[config.mk]
export PLATFORM = sky130hd
export DESIGN_NAME = bus_arbiter
export DESIGN_NICKNAME = d
export VERILOG_FILES = /design/src/rtl/bus_arbiter.sv
export SDC_FILE = /design/constraint.sdc
export NUM_CORES = 1
export LEC_CHECK = 0
export BUFFER_PORTS_ARGS = -buffer_cell sky130_fd_sc_hd__clkbuf_2
export CAP_MARGIN = 5
export CORE_AREA = 3 3 121 123
export CTS_BUF_LIST = sky130_fd_sc_hd__clkbuf_8
export CTS_CLUSTER_SIZE = 40
export DETAILED_ROUTE_END_ITERATION = 8
export DIE_AREA = 0 0 124 126
export GPL_TIMING_DRIVEN = 0
export MAX_ROUTING_LAYER = met4
export PLACE_DENSITY_LB_ADDON = 0.2
export REMOVE_ABC_BUFFERS = 1
export SYNTH_ARGS = -nofsm -noshare
export SYNTH_HDL_FRONTEND = slang
export SYNTH_SLANG_ARGS = --single-unit
[constraint.sdc]
create_clock -name clk -period 5 [get_ports clk]
set_input_delay 0.5 -clock clk [delete_from_list [all_inputs] [get_ports clk]]
set_output_delay 0.5 -clock clk [all_outputs]
set_load 0.03 [all_outputs]
[src/rtl/bus_arbiter.sv]
// bus_arbiter: round-robin arbiter giving two bus masters (M0 = CPU data
// port, M1 = boot loader / DMA) alternating ownership of the shared system
// bus, with optional burst locking bounded by MAX_BURST. Read data is
// registered and returned to the issuing master one cycle after its ack.
module bus_arbiter #(
  parameter int unsigned MAX_BURST = 8
) (
  input  logic        clk,
  input  logic        sys_rstn,

  input  logic        m0_req,
  input  logic        m0_lock,
  input  logic        m0_we,
  input  logic [31:0] m0_addr,
  input  logic [31:0] m0_wd,
  input  logic [3:0]  m0_be,
  output logic        m0_ack,
  output logic [31:0] m0_rd,
  output logic        m0_rvalid,

  input  logic        m1_req,
  input  logic        m1_lock,
  input  logic        m1_we,
  input  logic [31:0] m1_addr,
  input  logic [31:0] m1_wd,
  input  logic [3:0]  m1_be,
  output logic        m1_ack,
  output logic [31:0] m1_rd,
  output logic        m1_rvalid,

  output logic [31:0] bus_addr,
  output logic [31:0] bus_wd,
  output logic        bus_we,
  output logic [3:0]  bus_be,
  input  logic [31:0] bus_rd,

  output logic        owner,
  output logic        busy
);

  typedef enum logic [1:0] {
    IDLE = 2'd0,
    OWN0 = 2'd1,
    OWN1 = 2'd2
  } state_t;

  // Last transfer index of a locked tenure before a waiting master wins.
  localparam logic [7:0] BURST_LAST = 8'(MAX_BURST - 1);

  state_t     state;
  state_t     state_nxt;
  logic       last;
  logic [7:0] cnt;
  logic       burst_done;

  // The owner's request is issued straight onto the bus in the same cycle.
  assign m0_ack = (state == OWN0) && m0_req;
  assign m1_ack = (state == OWN1) && m1_req;

  assign owner = (state == OWN1);
  assign busy  = (state != IDLE);

  // cnt saturates, so compare with >= to keep the cap effective even when a
  // tenure started without competition and ran past MAX_BURST transfers.
  assign burst_done = (cnt >= BURST_LAST);

  // Next-state: round-robin on ties, handover on drop, unlock or burst cap.
  always_comb begin
    state_nxt = state;
    unique case (state)
      IDLE: begin
        if (m0_req && m1_req) state_nxt = last ? OWN0 : OWN1;
        else if (m0_req)      state_nxt = OWN0;
        else if (m1_req)      state_nxt = OWN1;
      end
      OWN0: begin
        if (!m0_req)
          state_nxt = m1_req ? OWN1 : IDLE;
        else if (m1_req && (!m0_lock || burst_done))
          state_nxt = OWN1;
      end
      OWN1: begin
        if (!m1_req)
          state_nxt = m0_req ? OWN0 : IDLE;
        else if (m0_req && (!m1_lock || burst_done))
          state_nxt = OWN0;
      end
      default: state_nxt = IDLE;
    endcase
  end

  // Shared bus mux: the acked master's fields, zeros when nothing is issued.
  always_comb begin
    bus_addr = '0;
    bus_wd   = '0;
    bus_we   = 1'b0;
    bus_be   = '0;
    if (m0_ack) begin
      bus_addr = m0_addr;
      bus_wd   = m0_wd;
      bus_we   = m0_we;
      bus_be   = m0_be;
    end else if (m1_ack) begin
      bus_addr = m1_addr;
      bus_wd   = m1_wd;
      bus_we   = m1_we;
      bus_be   = m1_be;
    end
  end

  // State, round-robin history, tenure counter and registered read return.
  always_ff @(posedge clk or negedge sys_rstn) begin
    if (!sys_rstn) begin
      state     <= IDLE;
      last      <= 1'b1;
      cnt       <= '0;
      m0_rd     <= '0;
      m1_rd     <= '0;
      m0_rvalid <= 1'b0;
      m1_rvalid <= 1'b0;
    end else begin
      state <= state_nxt;

      if (state_nxt != state)
        cnt <= '0;
      else if ((m0_ack || m1_ack) && (cnt != '1))
        cnt <= cnt + 8'd1;

      if ((state_nxt != state) && (state_nxt != IDLE))
        last <= (state_nxt == OWN1);

      m0_rvalid <= m0_ack && !m0_we;
      m1_rvalid <= m1_ack && !m1_we;
      if (m0_ack && !m0_we) m0_rd <= bus_rd;
      if (m1_ack && !m1_we) m1_rd <= bus_rd;
    end
  end

endmodule

# == Word-level counts from Yosys, hierarchy flattened ==
# Cells that the tools add are included.
# totals
output_inout_bits,139
elab_cells,55
regBits,77
# classes
order_cmp,1
n_eq_ne,5
mux,21
n_reduce_logical,20
n_addsub,1
# op_table
cell,count
$mux W32,4
$mux W2,9
$mux W8,2
$logic_and A1 B1 Y1,9
$add A8 B1 Y8 const B,1
$ge A8 B3 Y1 const B,1
$mux W4,2
$ne A8 B8 Y1 const B,1
$pmux W2 S3,1
$reduce_bool A2 Y1,3
$eq A2 B2 Y1 const B,2
$logic_not A1 Y1,4
$logic_or A1 B1 Y1,3
$mux W1,3
$eq A2 B1 Y1 const B,1
$logic_not A2 Y1,1
$ne A2 B2 Y1,1

# == Depth between registers and ports, before layout ==
# Gate-level depths: netlist (run 1).
# depth
word_depth,8
ltp_mapped,6
mapped_depth_nobuf,5

# == Worst setup path before layout (run 1) ==
# OpenSTA, ideal clock, no wires.
# synth_path
kind,input to output
startpoint,input port m0_req
endpoint,output port bus_addr[22]
t_arrival_ns,1.782
path_buffers,2
cell_stages,4
slack_ns,2.718
path_cell_list,and3b_2 buf_2 buf_1 a22o_1
# synth_via
elab_chain_len,2
# synth_lines
element,line,rtl
start: declaration,11,"input logic m0_req,"
$logic_and A1 B1 Y1,57,assign m0_ack = (state == OWN0) && m0_req;
named net m0_ack,17,"output logic m0_ack,"
$mux W32,98,if (m0_ack) begin
end: declaration,31,"output logic [31:0] bus_addr,"
# The timed path passes the listed nets, and every way through them passes these cells.

# == Worst setup path after layout (run 1) ==
# layout_path
startpoint,register state[1]
endpoint,output port bus_wd[10]
# layout_via
elab_chain_len,4
elab_cells_between_ends,6
# layout_lines
element,line,rtl
start: declaration,50,state_t state;
start signal: assignment,122,state <= state_nxt;
$eq A2 B2 Y1,58,assign m1_ack = (state == OWN1) && m1_req;
$logic_and A1 B1 Y1,58,
$mux W32,103,end else if (m1_ack) begin
$mux W32 (*),98,
end: declaration,32,"output logic [31:0] bus_wd,"
# Mark *: on every way between the ends. The rest lies on a longest branch, timed or not.

==> results of run 1 <==
kinds of logic (layout without fill, tap and decap cells):
family,after synthesis,count (layout)
fa+ha+maj,1,1
simple gates,34,34
buf+inv,29,338
xor+xnor,2,2
other cells,0,1
flops,77,77
mux,65,65
compound gates,93,93
final timing paths:
| check | end | slack, ns |
|---|---|---|
| min in group clk | m1_rd[25] | 0.39 |
| max in group asynchronous | last | 4.24 |
| worst min register to register | m1_rd[24] | 0.49 |
| worst max register to register | m1_rd[17] | 2.49 |
| worst max-delay path | bus_wd[10] | 2.17 |
| worst min-delay path | m1_rd[25] | 0.13 |
report_power, final:
part           switching, uW  total (uW)  internal (uW)
combinational           1190        1780            589
clock                    220         459            239
sequential               151        1050            899
total                   1560        3290           1730
flip-flops by register name, indices dropped and copies added (netlist names):
name,flops
m0_rd,32
m0_rvalid,1
m1_rd,32
cnt,8
m1_rvalid,1
last,1
state,2
layout make-up:
type | instances | area share [%]
clock inverter | 5 | 0.896
antenna | 1 | 0.0427
multi-input combinational | 195 | 30.6
sequential | 77 | 32.9
tap | 180 | 3.84
inverter | 3 | 0.192
clock buffer | 10 | 2.35
timing repair buffer | 320 | 29.2
synthesized netlist by cell type, types with 3 or more instances:
library cell / number
buf_1: 5
mux2_1: 35
a211oi_1: 3
a22o_1: 69
buf_4: 3
nor3_1: 5
dfrtp_1: 76
o21ai_0: 3
nor2_1: 3
nand3_1: 3
nand2_1: 4
buf_6: 3
clkbuf_1: 10
inv_1: 3
mux2_2: 29
buf_2: 5
per-layer routing:
metal / global-route usage (%) / up-vias
li1: - / 1780
met1: 20.3 / 1848
met2: 30.1 / 186
met3: 3.68 / 13
met4: 3.67 / 0
met5: - / -
metrics by stage:
stage / hold slack, ns / worst slack, ns / instances
2_1_floorplan: 0.204 / 1.40 / 275
6_report: 0.126 / 2.17 / 791
3_5_place_dp: 0.475 / 1.76 / 773
3_3_place_gp: 0.468 / 0.147 / 769
4_1_cts: 0.120 / 1.71 / 788
5_1_grt: 0.129 / 2.04 / 791
worst reg2reg max path: cells and delay by family, from the launching register on:
kind	cells	cell delay, ns
and+or+nand+nor	2	1.21
DFF	1	0.60
muxes	1	0.34
buffers and inverters	1	0.24
==> out/qor.txt, run 1 <==
Max-slew violations -> 0
Row count -> 43
LEAKAGE -> 0.00311 uW
Largest net degree at the start of global routing -> 76
Top post-synthesis cells by area -> dfrtp_1 (49%), a22o_1 (16%), mux2_1 (10%), mux2_2 (8.5%), clkbuf_1 (0.97%)
Setup TNS -> 0 ns
Commonest non-fill, non-tap cell in the layout -> clkbuf_2
Top cell type by total area after synthesis -> dfrtp_1
Iteration-0 DRC Markers -> 153
Post-CTS setup buffers -> 0
Routability cong. -> 0.784
Count of input and output buffers -> 314
Warnings from Yosys -> 0
First-pass GRT wire length -> 19900 um
Critical Path Source -> state[1]
CTS H-Tree Depth -> 3
Max transition margin -> 60.1%
Initial core utilization -> 28.0%
Arrival time at the worst endpoint -> 2.33 ns
Synth Area in Adders -> 0.324%
Worst r2r src -> state[1]
Post-synth top area share -> 49.3%
Most frequent cells in the layout -> clkbuf_2 (313), dfrtp_1 (76), a22o_1 (69)
Number of global-route vias before repair -> 3674
Max_cap viols -> 0
IO Pins -> 315
Worst-path clk slew -> 0.08 ns
Library cells used by synthesis -> 49
Post-layout instance area -> 5860 um^2
Critical path class -> reg -> out
WL per Instance -> 17.8 um
Post-Synth Simple-Gate Area -> 5.48%
CP peak stage delay -> 0.60 ns
Worst min path class -> in -> async
Top sig layer -> met4
Combinational family with the most area after synthesis -> compound AO/OA/AOI/OAI gates
Crit-path cells -> and3b_2 > buf_12 > a22o_1 > clkbuf_2
Post-route DRC -> 0
Post-CTS sizing -> 0
Worst setup EP type -> output port
Hold_buf cts -> 0
Maximum operating frequency -> 0.353 GHz
Status -> finished, final reports clean
Wl on met1 -> 5390 um
Cell family with the largest share of critical-path delay -> flip-flops
Post-Route WL -> 14000 um
Fill cells -> 1370
Critical Path RT -> 4.50 ns
Post-DP HPWL -> 11200 um
Worst path depth -> 4
Syn_area_per_cell -> 12.8 um^2
Met2 WL post-DR -> 7260 um
Die width -> 124 um
Syn Inst Count -> 301
Crit path buf inv count -> 2
Layout cells sized above 1 -> 61.3%
Clock Latency Late Sink -> 0.34 ns
Vias -> 3827
FF+latch area -> 1930 um^2
Die area -> 15600 um^2
Total power -> 3290 uW
DRT antenna net count -> 0
Worst Clk Skew -> 0.00807 ns
Cell Area, Synth -> 3860 um^2
Post-synth EDFFs -> 0
Async SR Flop Fraction -> 100%
CTS root buf -> clkbuf_8
Area Overhead vs Synth -> 52.0%
Register-to-Register Path Depth -> 4
Dominant synthesized flop cell -> dfrtp_1
TritonCTS Buffers -> 9
Initial antenna violation count -> 1
Drt pass-1 iters -> 4
Seq/Total Area, Yosys -> 50.0%
Final hold vios -> 0
# setup viols final -> 0
DP Area -> 5630 um^2
Maximum vdd drop -> 0.000325 V
Period utilization -> 56.6%
Met3 Routed Length -> 1210 um
CTS Buffer Depth -> 2
Seq cells post-synth -> 77
CP Max Fanout -> 54
CORE AREA -> 13800 um^2
Xor/xnor share of the synthesized area -> 0.454%
CP max-delay cell -> dfrtp_1
Area of the multi-input gates -> 1800 um^2
Power density of the placed cells -> 560 nW/um^2
Compound-Gate Fraction of Synth Area -> 21.0%
GRT Util Overall -> 17.2%
Minimum clock period -> 2.83 ns
RSZ-0062 raised after global routing -> false
Vias per cell -> 4.84
CTS tree -> built
Mux cell area share after synthesis -> 18.9%
CTS sink cnt -> 77
Total grt overflow -> 0
NumNets Final -> 783
Final Core Density -> 42.6%
Actual slew at the worst max-slew pin -> 0.597 ns
Die Ht -> 126 um
Startpoint Class -> flop
Power figures use the tool's default switching activity.
==> run 2: changes to the inputs <==
ABC_AREA = 1   (was not set)
clock period = 2.45 ns   (was 5 ns; I/O delays follow)
==> out/qor.txt, run 2 <==
Status -> finished, final reports clean
Top cell type by total area after synthesis -> dfrtp_1
GRT Util Overall -> 19.2%
Clock Latency Late Sink -> 0.34 ns
FF+latch area -> 1930 um^2
Power density of the placed cells -> 1200 nW/um^2
Critical Path RT -> 2.20 ns
Xor/xnor share of the synthesized area -> 1.33%
Seq/Total Area, Yosys -> 48.8%
Final hold vios -> 0
Count of input and output buffers -> 314
CP peak stage delay -> 0.46 ns
Vias per cell -> 4.18
CP Max Fanout -> 61
Mux cell area share after synthesis -> 0%
Maximum operating frequency -> 0.449 GHz
CTS sink cnt -> 77
Minimum clock period -> 2.23 ns
Period utilization -> 90.9%
Worst r2r src -> cnt[0]
Post-Synth Simple-Gate Area -> 32.6%
Crit-path cells -> nand2_2 > nor2_2 > inv_2 > buf_12 > o21ai_0 > a21oi_1 > clkbuf_2
Final Core Density -> 43.0%
First-pass GRT wire length -> 22500 um
Initial core utilization -> 28.7%
NumNets Final -> 1037
Max_cap viols -> 0
Post-layout instance area -> 5920 um^2
Fill cells -> 1543
Combinational family with the most area after synthesis -> simple AND/OR/NAND/NOR gates
Post-Route WL -> 14800 um
DRT antenna net count -> 0
Crit path buf inv count -> 3
Largest net degree at the start of global routing -> 73
LEAKAGE -> 0.00367 uW
Iteration-0 DRC Markers -> 228
Worst-path clk slew -> 0.08 ns
RSZ-0062 raised after global routing -> false
Number of global-route vias before repair -> 4230
Post-DP HPWL -> 11900 um
CTS root buf -> clkbuf_8
CORE AREA -> 13800 um^2
Hold Path Depth -> 2
Syn Inst Count -> 558
Vias -> 4368
Die Ht -> 126 um
Row count -> 43
Post-synth EDFFs -> 0
WL per Instance -> 14.2 um
DP Area -> 5710 um^2
CP max-delay cell -> dfrtp_1
Arrival time at the worst endpoint -> 1.98 ns
Layout cells sized above 1 -> 40.7%
Area of the multi-input gates -> 1730 um^2
Cell family with the largest share of critical-path delay -> buffers and inverters
Most frequent cells in the layout -> clkbuf_2 (313), nand2_1 (293), dfrtp_1 (76)
Worst path depth -> 7
# setup viols final -> 0
Synth Area in Adders -> 0.317%
Library cells used by synthesis -> 28
Compound-Gate Fraction of Synth Area -> 9.50%
Critical path class -> reg -> out
Total power -> 7080 uW
Die area -> 15600 um^2
Commonest non-fill, non-tap cell in the layout -> clkbuf_2
Critical Path Source -> state[0]
Syn_area_per_cell -> 7.08 um^2
Drt pass-1 iters -> 4
Total grt overflow -> 0
CTS Buffer Depth -> 2
Initial antenna violation count -> 1
Top-count cell post-synth -> nand2_1
Routability cong. -> 0.867
Top post-synthesis cells by area -> dfrtp_1 (48%), nand2_1 (28%), o21ai_0 (6.7%), inv_1 (3.9%), buf_2 (1.8%)
Max transition margin -> 37.7%
Post-route DRC -> 0
Worst Clk Skew -> 0.00873 ns
Worst min path class -> in -> reg
Most frequent cells after synthesis -> nand2_1 (293), dfrtp_1 (76), o21ai_0 (53)
Seq cells post-synth -> 77
TritonCTS Buffers -> 9
Max-slew violations -> 0
Post-synth top area share -> 48.1%
Worst setup EP type -> output port
Top flop regs -> m0_rd (32), m1_rd (32), cnt (8)
Die width -> 124 um
IO Pins -> 315
Worst hold start -> m1_we
Register-to-Register Path Depth -> 12
CTS H-Tree Depth -> 3
Async SR Flop Fraction -> 100%
Warnings from Yosys -> 0
Actual slew at the worst max-slew pin -> 0.935 ns
CTS tree -> built
Startpoint Class -> flop
Cell Area, Synth -> 3950 um^2
Area Overhead vs Synth -> 49.8%
Maximum vdd drop -> 0.000384 V
Placed cells -> 1028
Dominant synthesized flop cell -> dfrtp_1
Final Non-Filler Cells -> 1046
-- run 2: cell count changes in the layout (fill, tap and decap cells not counted), sizes merged, moves of 4 or more --
cell	before	now
o21ai	3	66
a22o	69	0
a211oi	5	1
nor3	6	2
nor2	3	20
mux2	64	0
inv	4	48
nand2	4	299
-- run 2: where the power goes --
part / switching [uW] / internal [uW] / leakage (uW)
clock: 471 / 467 / 0.000102
sequential: 317 / 1820 / 0.000974
combinational: 2930 / 1070 / 0.00259
-- run 2: worst reg2reg max path, cell delays in order, from the launching register on --
cell and delay (ns):
dfrtp_1 0.42, ha_1 0.26, nand2_1 0.11, nand2_1 0.05, nor2_1 0.18, nand2_1 0.08
nand2_1 0.13, nand2_1 0.07, nand2_1 0.08, nand3_1 0.07, nand2_1 0.08, nand2_2 0.13
a21oi_1 0.16
-- run 2: routing by layer --
layer	global-route usage, %	part of all wire [%]	vias up
met5	-	0	-
met4	4.57	1.3	0
met3	3.68	7.2	12
met2	30.8	49	171
met1	25.1	42	1874
li1	-	-	2311
-- run 2: kinds of logic (layout without fill, tap and decap cells) --
family	Yosys count	count (layout)
buffers and inverters	74	381
AND/OR/NAND/NOR	327	327
other	0	1
flip-flops	77	77
adder cells (fa/ha/maj)	1	1
XOR/XNOR	6	6
AO/OA/AOI/OAI	73	73
-- run 2: area by class of cell --
cell class,count,area share [%]
Antenna cell,1,0.0423
Clock buffer,9,2.09
Sequential cell,77,32.6
Tap cell,180,3.80
Timing Repair Buffer,318,28.0
Multi-Input combinational cell,407,29.2
Inverter,47,3.15
Clock inverter,7,1.14
-- run 2: metrics by stage --
step | worst slack (ns) | hold slack, ns | setup TNS, ns
3_5_place_dp | 0.0487 | 0.181 | 0
2_1_floorplan | -0.144 | -0.0506 | -8.04
6_report | 0.224 | 0.0828 | 0
3_3_place_gp | -1.05 | 0.439 | -53.10
5_1_grt | 0.0263 | 0.0553 | 0
4_1_cts | 0.114 | 0.0625 | 0
-- run 2: final timing paths --
check	to	slack [ns]
min in group asynchronous	m0_rd[5]	0.36
max reg2reg	last	0.58
max in group asynchronous	last	1.47
min	m1_rvalid	0.08
max	bus_we	0.22
min reg2reg	m0_rd[29]	0.49
-- run 2: timing repair --
item	in CTS	in global routing
setup endpoints to repair	70	1
gates resized for setup	2	1
gates cloned	0	0
hold buffers	1	0
setup buffers	0	0
endpoints found under the hold margin	18	0
==> run 3: changes to the inputs <==
REMOVE_ABC_BUFFERS = not set   (was 1)
SKIP_LAST_GASP = 1   (was not set)
==> out/qor.txt, run 3 (same netlist as run 2, synthesis figures left out) <==
Number of global-route vias before repair -> 4423
Initial core utilization -> 28.7%
Startpoint Class -> flop
Worst-path clk slew -> 0.08 ns
Layout cells sized above 1 -> 41.7%
WL per Instance -> 15.0 um
Max-slew violations -> 0
Max_cap viols -> 0
Fill cells -> 1519
Vias -> 4618
Die width -> 124 um
Die area -> 15600 um^2
Post-Route WL -> 16000 um
CTS H-Tree Depth -> 3
CP Max Fanout -> 10
DP Area -> 5780 um^2
CTS root buf -> clkbuf_8
CP max-delay cell -> dfrtp_1
Largest net degree at the start of global routing -> 64
LEAKAGE -> 0.00371 uW
Clk pwr share -> 13.8%
RSZ-0062 raised after global routing -> true
NumNets Final -> 1062
Crit-path cells -> nor2_2 > nand2_2 > inv_2 > buf_1 > nand2_1 > nand2_1 > clkbuf_2
Die Ht -> 126 um
Commonest non-fill, non-tap cell in the layout -> clkbuf_2
Final hold vios -> 0
Max transition margin -> 72.0%
TritonCTS Buffers -> 9
Gate power share -> 56.2%
Initial antenna violation count -> 1
CTS tree -> built
CORE AREA -> 13800 um^2
Fin worst setup slack -> 0.167 ns
Clock Latency Late Sink -> 0.36 ns
Post-DP HPWL -> 13100 um
Power density of the placed cells -> 1200 nW/um^2
Crit path buf inv count -> 3
Status -> finished, final reports clean
Most frequent cells in the layout -> clkbuf_2 (319), nand2_1 (293), dfrtp_1 (76)
Minimum clock period -> 2.28 ns
CTS Buffer Depth -> 2
Maximum vdd drop -> 0.000741 V
NetSw -> 3780 uW
Cell family with the largest share of critical-path delay -> buffers and inverters
Count of input and output buffers -> 314
Post-layout instance area -> 6020 um^2
Actual slew at the worst max-slew pin -> 0.419 ns
Vias per cell -> 4.31
CTS sink cnt -> 77
Worst min path class -> in -> reg
Arrival time at the worst endpoint -> 2.04 ns
Worst Clk Skew -> 0.0107 ns
Period utilization -> 93.2%
Routability cong. -> 0.911
Critical path class -> reg -> out
First-pass GRT wire length -> 23900 um
Total power -> 7200 uW
Maximum operating frequency -> 0.438 GHz
Final Core Density -> 43.7%
DP Worst Slack -> 0.494 ns
# setup viols final -> 0
Total grt overflow -> 0
Most used cell, CP -> nand2_1
CP peak stage delay -> 0.42 ns
Iteration-0 DRC Markers -> 306
Area Overhead vs Synth -> 52.3%
Sequential Power Share -> 30.0%
DRT antenna net count -> 0
Critical Path RT -> 2.20 ns
IO Pins -> 315
Post-route DRC -> 0
Pint -> 3420 uW
Row count -> 43
Synth Net Count -> 735
GRT Util Overall -> 20.6%
Top flop regs -> m0_rd (32), m1_rd (32), cnt (8)
Worst setup EP type -> output port
Sw frac -> 52.5%
Drt pass-1 iters -> 5
[run 3: cell types whose count changed in the layout (fill, tap and decap cells not counted), sizes merged]
cell | previous run | this run
buf | 3 | 13
clkbuf | 323 | 339
inv | 48 | 47
clkinvlp | 1 | 4
clkinv | 4 | 1
[run 3: path summary, 6_finish.rpt]
check,cells past startpoint,from,slack (ns),end
min in group asynchronous,2,sys_rstn,0.31,m1_rd[20]
worst min-delay path,2,m0_we,0.05,m0_rvalid
worst max-delay path,7,state[1],0.17,bus_addr[21]
worst max register to register,12,cnt[0],0.62,last
max in group asynchronous,3,sys_rstn,1.50,last
worst min register to register,2,m1_rd[13],0.49,m1_rd[13]
[run 3: power groups by stage]
| stage | sequential (uW) | clock, uW | combinational (uW) |
|---|---|---|---|
| 2_1_floorplan | 3170 | 0 | 1660 |
| 3_3_place_gp | 2170 | 0 | 4050 |
| 3_5_place_dp | 2170 | 0 | 4080 |
| 4_1_cts | 2160 | 1040 | 4080 |
| 5_1_grt | 2230 | 1100 | 4370 |
| 6_report | 2160 | 996 | 4050 |
[run 3: stage by stage]
stage                     hold slack [ns]  TNS [ns]  std cells
after detailed placement            0.154         0       1053
after CTS                          0.0257         0       1070
after global routing               0.0173   -0.0625       1071
after floorplan                   -0.0506         0        558
after global placement              0.420         0       1052
final                              0.0468         0       1071
[run 3: area by class of cell]
class / instances / area [um^2] / share of cell area, %
flip-flops and latches: 77 / 1930 / 32.0
multi-input cells: 407 / 1730 / 28.7
repair buffers: 316 / 1610 / 26.8
well taps: 180 / 225 / 3.74
inverters: 47 / 181 / 3.02
clock buffers: 10 / 138 / 2.29
plain buffers: 27 / 134 / 2.22
clock inverters: 6 / 70.1 / 1.16
diodes: 1 / 2.50 / 0.0416
[run 3: per-layer routing]
metal | wire [um] | vias to the layer above | GRT usage, % | share of wire [%]
li1 | - | 2355 | - | -
met1 | 6910 | 2056 | 26.9 | 43
met2 | 7690 | 192 | 32.2 | 48
met3 | 1240 | 15 | 5.66 | 7.7
met4 | 176 | 0 | 4.45 | 1.1
met5 | 0 | - | - | 0
[run 3: what timing repair did]
action,in CTS,in global routing
buffers inserted,0,0
hold endpoints to repair,14,0
endpoints found under the setup margin,0,40
hold buffers,1,0
resized for setup,0,16
